**src/rtl/line_loader_pkg.sv**
```systemverilog
// Shared types for the UART line loader: command characters, FSM states,
// the decoded-character record and the hex digit helper.
package line_loader_pkg;

  localparam logic [7:0] CH_RESET  = 8'h23;  // '#'
  localparam logic [7:0] CH_COMMIT = 8'h2B;  // '+'

  typedef enum logic [1:0] {S_IDLE, S_COMMIT, S_ADVANCE} state_t;
  typedef enum logic [1:0] {C_OTHER, C_HEX, C_RESET, C_COMMIT} cls_t;

  typedef struct packed {
    logic       stb;
    cls_t       cls;
    logic [3:0] nib;
  } dec_t;

  // {valid, value}; letters map through the low nibble (A/a = x1) plus 9
  function automatic logic [4:0] hex_to_nibble(input logic [7:0] c);
    logic ok;
    ok = (c >= 8'h30 && c <= 8'h39) ||
         (c >= 8'h41 && c <= 8'h46) ||
         (c >= 8'h61 && c <= 8'h66);
    return {ok, c[3:0] + (c[6] ? 4'd9 : 4'd0)};
  endfunction

endpackage

```
**src/rtl/uart_line_loader_hex_char_decode.sv**
```systemverilog
// Registered byte classifier: detects the i_READY rising edge and emits one
// strobe per byte with its character class and hex value a cycle later.
module hex_char_decode
  import line_loader_pkg::*;
(
  input  logic       i_CLK,
  input  logic       i_RST_N,
  input  logic       i_READY,
  input  logic [7:0] i_DATA,
  output dec_t       o_DEC
);

  logic       rdy_q;
  logic [4:0] nv;
  cls_t       cls;

  always_comb begin
    nv  = hex_to_nibble(i_DATA);
    cls = C_OTHER;
    if (nv[4])                   cls = C_HEX;
    else if (i_DATA == CH_RESET)  cls = C_RESET;
    else if (i_DATA == CH_COMMIT) cls = C_COMMIT;
  end

  always_ff @(posedge i_CLK or negedge i_RST_N) begin
    if (!i_RST_N) begin
      rdy_q <= 1'b0;
      o_DEC <= '0;
    end else begin
      rdy_q     <= i_READY;
      o_DEC.stb <= i_READY & ~rdy_q;
      o_DEC.cls <= cls;
      o_DEC.nib <= nv[3:0];
    end
  end

endmodule

```
**src/rtl/uart_line_loader.sv**
```systemverilog
// Assembles one line of 1-bit pixels from hex text on the UART byte stream
// and writes each committed line into the PAL line BRAM.
module uart_line_loader
  import line_loader_pkg::*;
#(
  parameter int PIXELS = 300,
  parameter int LINES  = 608,
  parameter int ADDR_W = 10
) (
  input  logic              i_CLK,
  input  logic              i_RST_N,
  input  logic              i_READY,
  input  logic [7:0]        i_DATA,
  output logic              o_WR_EN,
  output logic [ADDR_W-1:0] o_WR_ADDR,
  output logic [PIXELS-1:0] o_WR_DATA,
  output logic [ADDR_W-1:0] o_LINE_IDX,
  output logic              o_FRAME_DONE,
  output logic              o_OVERFLOW
);

  localparam int NIBBLES = PIXELS / 4;
  localparam int K_W     = $clog2(NIBBLES + 1);

  dec_t              dec, pend_dec, act;
  logic              pend, act_stb, line_last, ovf;
  state_t            state, state_nxt;
  logic [ADDR_W-1:0] line, wr_addr_q;
  logic [K_W-1:0]    k;
  logic [PIXELS-1:0] accum, wr_data_q;

  hex_char_decode u_dec (
    .i_CLK   (i_CLK),
    .i_RST_N (i_RST_N),
    .i_READY (i_READY),
    .i_DATA  (i_DATA),
    .o_DEC   (dec)
  );

  // A byte parked during commit/advance takes priority once back in idle
  assign act       = pend ? pend_dec : dec;
  assign act_stb   = (state == S_IDLE) && act.stb;
  assign line_last = (line == ADDR_W'(LINES - 1));

  always_ff @(posedge i_CLK or negedge i_RST_N) begin
    if (!i_RST_N) state <= S_IDLE;
    else          state <= state_nxt;
  end

  always_comb begin
    state_nxt    = state;
    o_WR_EN      = 1'b0;
    o_FRAME_DONE = 1'b0;
    case (state)
      S_IDLE:    if (act_stb && act.cls == C_COMMIT) state_nxt = S_COMMIT;
      S_COMMIT:  begin
        o_WR_EN   = 1'b1;
        state_nxt = S_ADVANCE;
      end
      S_ADVANCE: begin
        o_FRAME_DONE = line_last;
        state_nxt    = S_IDLE;
      end
      default:   state_nxt = S_IDLE;
    endcase
  end

  always_ff @(posedge i_CLK or negedge i_RST_N) begin
    if (!i_RST_N) begin
      pend      <= 1'b0;
      pend_dec  <= '0;
      line      <= '0;
      k         <= '0;
      accum     <= '0;
      ovf       <= 1'b0;
      wr_addr_q <= '0;
      wr_data_q <= '0;
    end else begin
      case (state)
        S_IDLE: begin
          if (pend) begin
            pend     <= dec.stb;
            pend_dec <= dec;
          end
          if (act_stb) begin
            case (act.cls)
              C_HEX: begin
                if (k < K_W'(NIBBLES)) begin
                  accum[{k, 2'b00} +: 4] <= act.nib;
                  k                      <= k + 1'b1;
                end else begin
                  ovf <= 1'b1;
                end
              end
              C_RESET: begin
                accum <= '0;
                k     <= '0;
                line  <= '0;
                ovf   <= 1'b0;
              end
              C_COMMIT: begin
                wr_addr_q <= line;
                wr_data_q <= accum;
              end
              default: ;
            endcase
          end
        end
        S_COMMIT: begin
          if (dec.stb) begin
            pend     <= 1'b1;
            pend_dec <= dec;
          end
        end
        S_ADVANCE: begin
          if (dec.stb) begin
            pend     <= 1'b1;
            pend_dec <= dec;
          end
          accum <= '0;
          k     <= '0;
          line  <= line_last ? '0 : line + 1'b1;
        end
        default: ;
      endcase
    end
  end

  assign o_WR_ADDR  = wr_addr_q;
  assign o_WR_DATA  = wr_data_q;
  assign o_LINE_IDX = line;
  assign o_OVERFLOW = ovf;

endmodule

```
**config.mk**
```make
export PLATFORM = sky130hd
export DESIGN_NAME = uart_line_loader
export DESIGN_NICKNAME = d
export VERILOG_FILES = /design/src/rtl/line_loader_pkg.sv /design/src/rtl/uart_line_loader_hex_char_decode.sv /design/src/rtl/uart_line_loader.sv
export SDC_FILE = /design/constraint.sdc
export NUM_CORES = 1
export LEC_CHECK = 0
export CAP_MARGIN = 10
export CORE_AREA = 2 2 259 261
export CTS_BUF_LIST = sky130_fd_sc_hd__clkbuf_8 sky130_fd_sc_hd__clkbuf_16
export DETAILED_ROUTE_END_ITERATION = 8
export DIE_AREA = 0 0 261 263
export GPL_TIMING_DRIVEN = 1
export PLACE_DENSITY_LB_ADDON = 0.15
export SLEW_MARGIN = 20
export SYNTH_ARGS = -nofsm -noshare
export SYNTH_HDL_FRONTEND = slang
export SYNTH_HIERARCHICAL = 1
export SYNTH_SLANG_ARGS = --single-unit
```
**constraint.sdc**
```tcl
create_clock -name i_CLK -period 2.95 [get_ports i_CLK]
set_input_delay 0.4425 -clock i_CLK [delete_from_list [all_inputs] [get_ports i_CLK]]
set_output_delay 0.4425 -clock i_CLK [all_outputs]
set_load 0.005 [all_outputs]
```
==> flow_summary_export.csv <==
group,metric,value,unit
floorplanning,initial_core_util,39.7,%
cts,cts_root_buf,"clkbuf_16",
placement,dp.cells,3243,
drt,via_count,18500,
cts,cts_tree,"built",
grt,grt_util_all_layers,24.7,%
placement,port_buffers,333,
sta,max_freq,355,MHz
pwr,combPwrFrac,11.2,%
synthesis,yosysWarnings,6,
cts,clk_latency,620,ps
sta,setup_viol,0,
sta,drv_slew,0,
final_layout,finish.utilization,52.2,%
synthesis,synth_edf_count,0,
synthesis,synth_nets,1981,
grt,grt_overflow,0,
setup_path,crit_path_end_kind,"primary output",
cts,htreeDepth,3,
floorplanning,rows,94,
setup_path,critPathRequiredTime,2510,ps
final_layout,final_layout_size_suffix_gt1_share,27.0,%
floorplanning,pin_count,334,
drt,post-route-drc-count,0,
sta,relSlewSlack,45.9,%
sta,post-route-worst-setup-slack,135,ps
synthesis,syn_area_per_cell,13.3,sq um
min_path,hold_path_class,"in2reg",
setup_path,path_buf_inv,1,
floorplanning,coreArea,65600,sq um
grt,grt_max_degree,76,
synthesis,ys_seq_area_share,62.1,%
drt,viasPerCell,5.49,
synthesis,yosysTopAreaCellShare,62.1,%
floorplanning,die_h,263,microns
sta,clock_skew,17.2,ps
final_layout,mostFrequentLayoutCell,"dfrtp_1",
sta,hold_viol,0,
sta,whs,316,ps
setup_path,max_stage_delay,530,ps
synthesis,synth_area,26000,sq um
drt,wl,84400,microns
pwr,peakVddDrop,0.441,mV
synthesis,synthFlopType,"dfrtp_1",
setup_path,crit_arrival,2370,ps
drt,first_pass_iters,6,
setup_path,path_cells,"ha_1 > and3_1 > nand4_1 > nor2_1 > clkdlybuf4s50_1",
final_layout,antenna_cells,0,
pwr,total_power,20.3,mW
grt,grt_pass1_vias,19100,
synthesis,ys_types,73,
synthesis,syn-instance-count,1958,
floorplanning,die-width,261,microns
outcome,status,"finished, final reports clean",
cts,clk_pin_slew,60,ps
drt,wl_per_cell,25.0,microns
pwr,p_int,15.0,mW
flow_run,maxCapViolCount,0,
setup_path,slowest_stage,"clkdlybuf4s50_1",
setup_path,cp-start-kind,"register",
pwr,pwr_density_cell,594,nW/um^2
cts,cts_sinks,646,
synthesis,synth-seq-cells,646,
sta,period_share,95.4,%
final_layout,syn2layout_area_growth,31.4,%
setup_path,cp_top_family,"simple AND/OR/NAND/NOR gates",
placement,post-place-ws,-70.9,ps
sta,rsz0062_at_grt,"no",
cts,clockBufferDepth,3,
drt,ant_nets,0,
grt,grt_pass1_wl,126000,microns
pwr,p_leak,15.6,nW
pwr,switching_share,26.0,%
cts,cts_buffers,71,
floorplanning,die-area,68600,sq um
final_layout,final_cells,3371,
final_layout,nNetsFinal,2477,
synthesis,synth_top_area_cell,"dfrtp_1",
synthesis,synthTopCellsByArea,"dfrtp_1 62%, mux2_2 14%, o2bb2ai_1 3.1%",
placement,dp_hpwl,62400,microns
pwr,pwr-share-clk,44.8,%
sta,post-route-min-period,2820,ps
final_layout,final_cell_mix,"646 x dfrtp_1, 332 x clkdlybuf4s50_1, 321 x mux2_2, 184 x nand2_1, 159 x buf_4",
placement,place_congestion,0.867,
setup_path,path_class,"reg2out",
setup_path,r2r_slack,140,ps
grt,antenna_found_initial,0,
drt,first_iter_violations,1204,
setup_path,crit_fanout,6,
pwr,power_frac_seq,44.0,%
pwr,netSwitchingPower,5.29,mW
sta,worst_slew_pin_slew,812,ps
synthesis,ys_async_sr_fraction,100,%
[metal layers]
metal  share of wire (%)  wire length (microns)  up-vias  track usage [%]
li1                    -                      -     8199                -
met1                  44                  37200     9660             34.1
met2                  48                  40600      531             39.8
met3                 5.0                   4230      110             4.22
met4                 2.8                   2370        0             7.79
met5                   0                      0        -                0
[cells by family (layout without fill, tap and decap cells)]
family | after synthesis | in the layout | synth area share (%)
XOR/XNOR | 6 | 6 | 0.202
flip-flops | 646 | 646 | 62.1
buffers and inverters | 106 | 655 | 1.81
AO/OA/AOI/OAI | 388 | 388 | 11.5
AND/OR/NAND/NOR | 422 | 422 | 7.81
multiplexers | 378 | 378 | 16.1
adder cells (fa/ha/maj) | 12 | 12 | 0.576
[final timing paths]
path,start,end,cells past startpoint
worst min register to register,u_dec/rdy_q,u_dec/o_DEC[6],1
worst min-delay path,i_READY,u_dec/rdy_q,1
worst max register to register,k[0],accum[185],9
min in group asynchronous,i_RST_N,accum[297],2
max in group asynchronous,i_RST_N,o_WR_DATA[298],3
worst max-delay path,o_LINE_IDX[0],o_FRAME_DONE,5
[cell usage after synthesis (23+ instances only)]
library cell  instances
nand2_1             186
dfrtp_1             646
buf_2                43
mux2_2              321
o2bb2ai_1            92
mux2i_1              57
a22o_1               86
o21ai_0              85
nand3_1              56
clkbuf_1             45
nor2_1               60
a32o_1               23
[worst reg2reg max path, stage by stage, from the launching register on]
cell	delay [ps]
dfrtp_1	380
buf_4	200
or3_1	560
nand2_1	210
and2_1	610
buf_4	260
nor3_1	50
o21ai_0	170
buf_4	160
a22o_1	150
[sequential cells by signal, summed over array words and instances, names as in the netlist]
| signal | count |
|---|---|
| accum | 300 |
| k | 7 |
| o_LINE_IDX | 10 |
| o_OVERFLOW | 1 |
| o_WR_ADDR | 10 |
| o_WR_DATA | 300 |
| pend | 1 |
| pend_dec | 7 |
| state | 2 |
| u_dec/o_DEC | 7 |
| u_dec/rdy_q | 1 |
[power by group through the flow]
stage	Sequential [mW]	Combinational, mW	Clock, mW
after global placement	9.10	2.22	0
after CTS	8.94	2.23	9.29
final	8.94	2.28	9.11
after detailed placement	9.10	2.21	0
after global routing	8.94	2.42	9.68
after floorplan	9.11	0.931	0
[cell type report]
| class | instances | area (sq um) |
|---|---|---|
| Timing Repair Buffer | 517 | 5010 |
| Fill cell | 5611 | 31400 |
| Tap cell | 864 | 1080 |
| Multi-Input combinational cell | 1206 | 9500 |
| Clock buffer | 92 | 2110 |
| Clock inverter | 34 | 313 |
| Inverter | 12 | 45.0 |
| Sequential cell | 646 | 16200 |
[what timing repair did]
| item | CTS | global route |
|---|---|---|
| pin swaps | 1 | 0 |
| setup endpoints to repair | 12 | 167 |
| gates resized for setup | 3 | 12 |
| hold endpoints to repair | 59 | 0 |
| hold buffers | 1 | 0 |
| setup buffers | 1 | 0 |
[through the flow]
stage	setup TNS [ps]	cell area (sq um)
after detailed placement	-173	31700
after global placement	0	31700
final	0	34200
after CTS	0	34200
after floorplan	0	26000
after global routing	0	34200
(Power assumes the default switching activity.)
